**config.mk**
```make
export PLATFORM = sky130hd
export DESIGN_NAME = n64_vbus_demux
export DESIGN_NICKNAME = d
export VERILOG_FILES = /design/src/rtl/n64adv_vparams_pkg.sv /design/src/rtl/n64_vtiming_detect.sv /design/src/rtl/n64_vbus_demux.sv
export SDC_FILE = /design/constraint.sdc
export NUM_CORES = 1
export LEC_CHECK = 0
export BUFFER_PORTS_ARGS = -buffer_cell sky130_fd_sc_hd__buf_2
export CAP_MARGIN = 5
export CORE_MARGIN = 1.5
export CORE_UTILIZATION = 65
export CTS_BUF_LIST = sky130_fd_sc_hd__clkbuf_4 sky130_fd_sc_hd__clkbuf_8
export DETAILED_ROUTE_END_ITERATION = 10
export GPL_TIMING_DRIVEN = 1
export PLACE_DENSITY = 0.95
export SYNTH_ARGS = -nofsm -noshare
export SYNTH_HDL_FRONTEND = slang
export SYNTH_SLANG_ARGS = --single-unit
```
**constraint.sdc**
```tcl
create_clock -name N64_CLK_i -period 5.45 [get_ports N64_CLK_i]
set_input_delay 0.2725 -clock N64_CLK_i [delete_from_list [all_inputs] [get_ports N64_CLK_i]]
set_output_delay 0.2725 -clock N64_CLK_i [all_outputs]
set_load 0.05 [all_outputs]
```
**src/rtl/n64adv_vparams_pkg.sv**
```systemverilog
// Shared video parameters for the N64 pixel-processing front end.
// Holds the sync-word bit layout, the colour component width, the default
// field-classification thresholds, the demux phase type and a small
// saturating-counter helper used by the timing detector.
package n64adv_vparams;

  // Bit positions inside the 4-bit sync word {nVSYNC,nCLAMP,nHSYNC,nCSYNC}
  localparam int unsigned vsync = 3;
  localparam int unsigned clamp = 2;
  localparam int unsigned hsync = 1;
  localparam int unsigned csync = 0;

  localparam int unsigned color_width_i = 7;

  // Default line/pixel thresholds for field classification
  localparam int unsigned pal_line_thresh_def = 290;
  localparam int unsigned half_line_pix_def   = 386;
  localparam int unsigned lock_frames_def     = 2;

  // Demux phase: names the word latched on the current cycle
  typedef enum logic [1:0] {
    PH_SYNC = 2'd0,
    PH_R    = 2'd1,
    PH_G    = 2'd2,
    PH_B    = 2'd3
  } vbus_phase_e;

  function automatic logic [9:0] sat_inc10(input logic [9:0] v);
    return (v == 10'h3FF) ? v : v + 10'd1;
  endfunction

endpackage

```
**src/rtl/n64_vtiming_detect.sv**
```systemverilog
// Video timing detector for the demultiplexed N64 bus.
// Watches the sync word at each pixel strobe, counts pixels per line and
// lines per field, and classifies fields as PAL/NTSC and interlaced/
// progressive with a lock counter so the status only moves after a run of
// consistent fields.
// Ports:
//   clk, rst_n    clock, asynchronous active-low reset
//   strobe        one-cycle pixel valid
//   sync_word     {nVSYNC,nCLAMP,nHSYNC,nCSYNC} of the strobed pixel
//   vsync_fall    combinational, high on the strobe carrying a VSYNC fall
//   palmode       1 = PAL line count
//   interlaced    1 = interlaced timing
//   field         current field ID (0 when progressive)
module n64_vtiming_detect
  import n64adv_vparams::*;
#(
  parameter int unsigned pal_line_thresh = pal_line_thresh_def,
  parameter int unsigned half_line_pix   = half_line_pix_def,
  parameter int unsigned lock_frames     = lock_frames_def
) (
  input  logic       clk,
  input  logic       rst_n,
  input  logic       strobe,
  input  logic [3:0] sync_word,
  output logic       vsync_fall,
  output logic       palmode,
  output logic       interlaced,
  output logic       field
);

  localparam int unsigned LOCK_W = $clog2(lock_frames + 1);

  logic              hs_prev;
  logic              vs_prev;
  logic              hsync_fall;
  logic [9:0]        pix_cnt;
  logic [9:0]        line_cnt;
  logic [9:0]        field_len;
  logic [9:0]        len_new;
  logic              pal_prev;
  logic              il_prev;
  logic [LOCK_W-1:0] lock_cnt;
  logic [LOCK_W-1:0] lock_next;
  logic              early;
  logic              pal_c;
  logic              il_c;
  logic              pal_next;
  logic              il_next;
  logic              unused_sync_bits;

  assign unused_sync_bits = sync_word[clamp] ^ sync_word[csync];

  assign hsync_fall = strobe & hs_prev & ~sync_word[hsync];
  assign vsync_fall = strobe & vs_prev & ~sync_word[vsync];

  always_comb begin
    // A coincident HSYNC fall counts its line before the field is captured
    len_new = hsync_fall ? sat_inc10(line_cnt) : line_cnt;
    early   = pix_cnt < 10'(half_line_pix);
    pal_c   = len_new >= 10'(pal_line_thresh);
    // 11-bit compare so 1023 vs 0 is not mistaken for a one-line step
    il_c    = ({1'b0, len_new} == {1'b0, field_len} + 11'd1) ||
              ({1'b0, field_len} == {1'b0, len_new} + 11'd1);
    if ({pal_c, il_c} == {pal_prev, il_prev})
      lock_next = (lock_cnt < LOCK_W'(lock_frames)) ? lock_cnt + LOCK_W'(1) : lock_cnt;
    else
      lock_next = LOCK_W'(1);
    pal_next = palmode;
    il_next  = interlaced;
    if (lock_next == LOCK_W'(lock_frames)) begin
      pal_next = pal_c;
      il_next  = il_c;
    end
  end

  always_ff @(posedge clk or negedge rst_n) begin
    if (!rst_n) begin
      // Previous sync levels start inactive (high), matching the idle bus
      hs_prev    <= 1'b1;
      vs_prev    <= 1'b1;
      pix_cnt    <= '0;
      line_cnt   <= '0;
      field_len  <= '0;
      pal_prev   <= 1'b0;
      il_prev    <= 1'b0;
      lock_cnt   <= '0;
      palmode    <= 1'b0;
      interlaced <= 1'b0;
      field      <= 1'b0;
    end else if (strobe) begin
      hs_prev <= sync_word[hsync];
      vs_prev <= sync_word[vsync];
      pix_cnt <= hsync_fall ? '0 : sat_inc10(pix_cnt);
      if (vsync_fall) begin
        line_cnt   <= '0;
        field_len  <= len_new;
        pal_prev   <= pal_c;
        il_prev    <= il_c;
        lock_cnt   <= lock_next;
        palmode    <= pal_next;
        interlaced <= il_next;
        field      <= il_next & il_c & ~early;
      end else if (hsync_fall) begin
        line_cnt <= len_new;
      end
    end
  end

endmodule

```
**src/rtl/n64_vbus_demux.sv**
```systemverilog
// First PPU stage: demultiplexes the registered N64 video bus into parallel
// {sync,R,G,B} pixel words with a one-cycle valid strobe, tracks bus-phase
// errors, and hosts the timing detector that derives PAL/interlace/field.
// Ports:
//   N64_CLK_i      N64 video clock
//   nRST_i         asynchronous active-low reset
//   nVDSYNC_i      low marks the sync word of a pixel group
//   VD_i           7-bit multiplexed video bus
//   vdata_valid_o  one-cycle strobe after a full group
//   vdata_sync_o   {nVSYNC,nCLAMP,nHSYNC,nCSYNC}
//   vdata_r/g/b_o  colour components
//   palmode_o, interlaced_o, field_o  timing status
//   phase_err_o    sticky nVDSYNC spacing error
module n64_vbus_demux
  import n64adv_vparams::*;
#(
  parameter int unsigned pal_line_thresh = pal_line_thresh_def,
  parameter int unsigned half_line_pix   = half_line_pix_def,
  parameter int unsigned lock_frames     = lock_frames_def
) (
  input  logic                     N64_CLK_i,
  input  logic                     nRST_i,
  input  logic                     nVDSYNC_i,
  input  logic [color_width_i-1:0] VD_i,
  output logic                     vdata_valid_o,
  output logic [3:0]               vdata_sync_o,
  output logic [color_width_i-1:0] vdata_r_o,
  output logic [color_width_i-1:0] vdata_g_o,
  output logic [color_width_i-1:0] vdata_b_o,
  output logic                     palmode_o,
  output logic                     interlaced_o,
  output logic                     field_o,
  output logic                     phase_err_o
);

  vbus_phase_e              phase;
  logic [3:0]               sh_sync;
  logic [color_width_i-1:0] sh_r;
  logic [color_width_i-1:0] sh_g;
  logic                     b_latched;
  logic                     overrun_chk;
  logic                     field_clean;
  logic                     vsync_fall;

  always_ff @(posedge N64_CLK_i or negedge nRST_i) begin
    if (!nRST_i) begin
      // Idle in B so the first nVDSYNC low after reset is not flagged short
      phase         <= PH_B;
      sh_sync       <= '1;
      sh_r          <= '0;
      sh_g          <= '0;
      b_latched     <= 1'b0;
      overrun_chk   <= 1'b0;
      field_clean   <= 1'b0;
      vdata_valid_o <= 1'b0;
      vdata_sync_o  <= '1;
      vdata_r_o     <= '0;
      vdata_g_o     <= '0;
      vdata_b_o     <= '0;
      phase_err_o   <= 1'b0;
    end else begin
      b_latched     <= 1'b0;
      vdata_valid_o <= b_latched;

      if (vsync_fall) begin
        if (field_clean)
          phase_err_o <= 1'b0;
        field_clean <= 1'b1;
      end

      // Error updates come after the VSYNC handling so a same-cycle error wins
      if (!nVDSYNC_i) begin
        if (phase != PH_B) begin
          phase_err_o <= 1'b1;
          field_clean <= 1'b0;
        end
        phase       <= PH_SYNC;
        sh_sync     <= VD_i[3:0];
        overrun_chk <= 1'b0;
      end else begin
        case (phase)
          PH_SYNC: begin
            phase <= PH_R;
            sh_r  <= VD_i;
          end
          PH_R: begin
            phase <= PH_G;
            sh_g  <= VD_i;
          end
          PH_G: begin
            // B goes straight to the output register; it is its own shadow
            phase        <= PH_B;
            vdata_sync_o <= sh_sync;
            vdata_r_o    <= sh_r;
            vdata_g_o    <= sh_g;
            vdata_b_o    <= VD_i;
            b_latched    <= 1'b1;
            overrun_chk  <= 1'b1;
          end
          PH_B: begin
            // Overrun flagged once per group; armed only by a real B latch
            if (overrun_chk) begin
              phase_err_o <= 1'b1;
              field_clean <= 1'b0;
              overrun_chk <= 1'b0;
            end
          end
        endcase
      end
    end
  end

  n64_vtiming_detect #(
    .pal_line_thresh(pal_line_thresh),
    .half_line_pix  (half_line_pix),
    .lock_frames    (lock_frames)
  ) u_timing (
    .clk       (N64_CLK_i),
    .rst_n     (nRST_i),
    .strobe    (vdata_valid_o),
    .sync_word (vdata_sync_o),
    .vsync_fall(vsync_fall),
    .palmode   (palmode_o),
    .interlaced(interlaced_o),
    .field     (field_o)
  );

endmodule

```
==> metrics.md <==
| Metric | Value |
|---|---|
| Synth Area in Adders | `0.0296` |
| Post-synthesis sequential area ratio | `0.483` |
| Worst skew pair latency | `0.37 ns` |
| DIE AREA | `between 0.007 and 0.008 mm2` |
| Seq. cell area | `approximately 0.0022 mm2` |
| CP max-delay cell | `mux2i_2` |
| RSZ-0062 raised after global routing | `no` |
| Input/output buffers | `39` |
| Final number of setup-violating endpoints | `0` |
| Clock Pin Slew Worst Setup and Hold Paths | `around 0.10 ns` |
| Kind of critical path | `flip-flop to flip-flop` |
| H-tree Lvls | `3` |
| Synthesis-to-finish area growth | `10.2%` |
| Placed instance area | `roughly 0.0049 mm2` |
| Number of synthesized flops with an enable pin | `0` |
| Top delay family on crit path | `simple AND/OR/NAND/NOR gates` |
| Initial antenna violation count | `0` |
| Worst setup EP type | `flip-flop` |
| TritonCTS clock tree | `done` |
| Initial core utilization | `0.676` |
| Syn_nets | `approximately 440` |
| Synth warnings | `0` |
| Final net count | `approximately 480` |
| Initial DRT Pass Iterations | `8` |
| Area of the multi-input gates | `roughly 0.0023 mm2` |
| Clk_skew | `~0.012 ns` |
| Cells along the critical path | `ha_1 -> and4_1 -> a31oi_4 -> mux2i_2 -> inv_1 -> ha_1 -> nor3_1 -> a311oi_1 -> nor3_1 -> xnor2_1 -> nor2_1 -> o2111a_1 -> mux2i_1` |
| Grt ovf | `0` |
| Simple-Gate Fraction of Synth Area | `0.172` |
| Cell Area, Synth | `0.00464 mm2` |
| Setup_tns | `0 ns` |
| Die Wd | `87.5 um` |
| Most used DFF post-synth | `dfrtp_1` |
| Clk sinks | `89` |
| Die H | `about 90 um` |
| Worst hold path type | `primary input to asynchronous set/reset pin` |
| # rows | `30` |
| Post-synthesis xor/xnor area fraction | `0.0563` |
| Final hold violation count | `0` |
| Flops & latches, synth | `approximately 90` |
| Required time of the critical path | `approximately 5.7 ns` |
| Largest family of logic cells by synthesized area | `simple AND/OR/NAND/NOR gates` |
| Cts hold-fix bufs | `0` |
| Design area | `0.00511 mm2` |
| Cell taking the most area after synthesis | `dfrtp_1` |
| CTS max path bufs | `2` |
| P per Cell Area | `about 510 mW/mm2` |
| CP arrival | `4.26 ns` |
| Worst setup SP type | `flip-flop` |
| Dpl hpwl | `between 7 and 8 mm` |
| Fill count | `385` |
| Vias in the first global route | `~3.6k` |
| Crit-path max FO | `8` |
| DRC violations left | `0` |
| Final min period | `around 4.0 ns` |
| # IOs | `40` |
| Measured slew at the worst slew-check pin | `1.08 ns` |
| Post-synth top area share | `0.415` |
| Max-cap violations | `0` |
| Routed Antenna Nets | `0` |
| Iter 0 DRT Violations | `between 400 and 500` |
| CP max stage delay | `about 0.5 ns` |
| Via density | `approximately 6.4` |
| GRT Overall Usage | `0.317` |
| Largest net degree at the start of global routing | `90` |
| Max-slew violation count | `0` |
| Drt wl/cell | `around 20 um` |
| DR vias | `approximately 3.6k` |
| Post-Route WL | `approximately 11 mm` |
| Max VDD drop | `approximately 0.00049 V` |
| Reg-to-Reg End | `u_timing.palmode` |
| Placer congestion estimate | `a little under 0.9` |
| Max-slew headroom | `0.275` |
| R2R depth | `13` |
| Part of the cycle the worst path needs | `0.731` |
| Reg2reg start | `u_timing.line_cnt[0]` |
| TritonCTS buffer count | `9` |
| Status | `completed` |
| Share of cells above drive strength 1 | `0.286` |
| Worst Path Buf+Inv | `1` |
| Core area | `slightly below 0.007 mm2` |
| Compound-cell area share of the yosys netlist | `0.0994` |
| Number of gates resized after cts | `0` |
| Diodes inserted | `0` |
| Synth Instances | `between 400 and 500` |
| Slack of the worst reg-to-reg path | `roughly 1.5 ns` |
| Static leakage power | `around 2.3 nW` |
| Synth area leaders | `dfrtp_1, mux2_2, dfstp_2, nand2_1, xnor2_1` |
| First-pass GRT wire length | `approximately 18 mm` |
| Unique cell type count in the Yosys netlist | `65` |
| Setup bufs post-CTS | `0` |
| Average footprint of a synthesized cell | `between 10 and 15 um2` |
| CTS root buffer | `clkbuf_8` |
| Ys async rst share | `1.00` |
| Multiplexer share of the synthesized area | `0.132` |
| Achievable Freq | `around 0.25 GHz` |
## placed cells by master, fill, tap and decap left out, types with 4 or more instances in the layout
cell type  Yosys  final
nand4b_1       4      4
clkbuf_8       0      9
nor4_1         4      4
dfstp_2       12     12
mux2_2        47     47
nand4_1        6      6
a21oi_1        7      7
a31oi_1        4      4
and2_1         7      7
o21ai_0       19     19
inv_1         14     14
or3_1          5      5
dfrtp_1       77     77
and3_1         7      7
nand2_1       44     44
nor3_1         5      5
xor2_1        10     10
a21o_1         5      5
nand3b_1       4      4
ha_1          11     11
nand3_1       13     13
mux2i_1        4      4
buf_2          3     38
nor2_1        30     30
xnor2_1       18     18
## synthesized netlist by cell type (5+ instances only)
library cell / instances
xnor2_1: 18
and3_1: 7
nand2_1: 44
a21oi_1: 7
and2_1: 7
dfstp_2: 12
o21ai_0: 19
xor2_1: 10
nand4_1: 6
inv_1: 14
ha_1: 11
or3_1: 5
nor2_1: 30
nand3_1: 13
dfrtp_1: 77
mux2_2: 47
a21o_1: 5
nor3_1: 5
clkbuf_1: 9
## metal layers
| metal | wire length (um) | GRT usage |
|---|---|---|
| met2 | 5610 | 0.518 |
| met4 | 401 | 0.146 |
| met5 | 0 | 0 |
| met1 | 4390 | 0.403 |
| met3 | 809 | 0.0758 |
## how the worst max path moves through the flow
stage / start / to / depth (start not counted)
after CTS: u_timing.line_cnt[0] / u_timing.palmode / 13
after global routing: u_timing.line_cnt[0] / u_timing.palmode / 13
after detailed placement: u_timing.line_cnt[0] / u_timing.interlaced / 12
after floorplan: vdata_valid_o / u_timing.palmode / 10
after global placement: u_timing.line_cnt[0] / u_timing.palmode / 13
final: u_timing.line_cnt[0] / u_timing.palmode / 13
## state kept, by name, indices dropped and copies added, names as in the netlist, 2 cells and up
name                flops
u_timing.line_cnt      10
phase                   2
sh_g                    7
u_timing.pix_cnt       10
sh_r                    7
sh_sync                 4
vdata_g_o               7
vdata_sync_o            4
u_timing.lock_cnt       2
vdata_r_o               7
vdata_b_o               7
u_timing.field_len     10
## power by group
part           leakage [nW]  switching (mW)  internal, mW
sequential             1.11           0.158         0.886
combinational          1.08           0.696         0.363
clock                 0.115           0.252         0.269
## final cells by class
| type | instances | area share |
|---|---|---|
| multi-input combinational | 303 | 0.443 |
| sequential | 89 | 0.438 |
| timing repair buffer | 40 | 0.0401 |
| clock buffer | 10 | 0.0257 |
| tap | 96 | 0.0235 |
| clock inverter | 6 | 0.0186 |
| inverter | 14 | 0.0103 |
## cells by family after synthesis
kind of cell    after synthesis
flops                        89
buf+inv                      30
fa+ha+maj                    11
compound gates               62
xor+xnor                     29
simple gates                147
mux                          54
## stage by stage
step           setup slack [ns]  cells  total power, mW  hold slack (ns)   util
2_1_floorplan              2.17    422             1.81          -0.0231      -
4_1_cts                    1.62    558             2.62            0.136  0.745
5_1_grt                    1.34    558             2.73            0.161  0.745
3_3_place_gp               1.96    542             1.99            0.334  0.712
6_report                   1.46    558             2.62           0.0859  0.745
3_5_place_dp               1.72    542             2.06            0.337  0.712
Power figures use the tool's default switching activity.
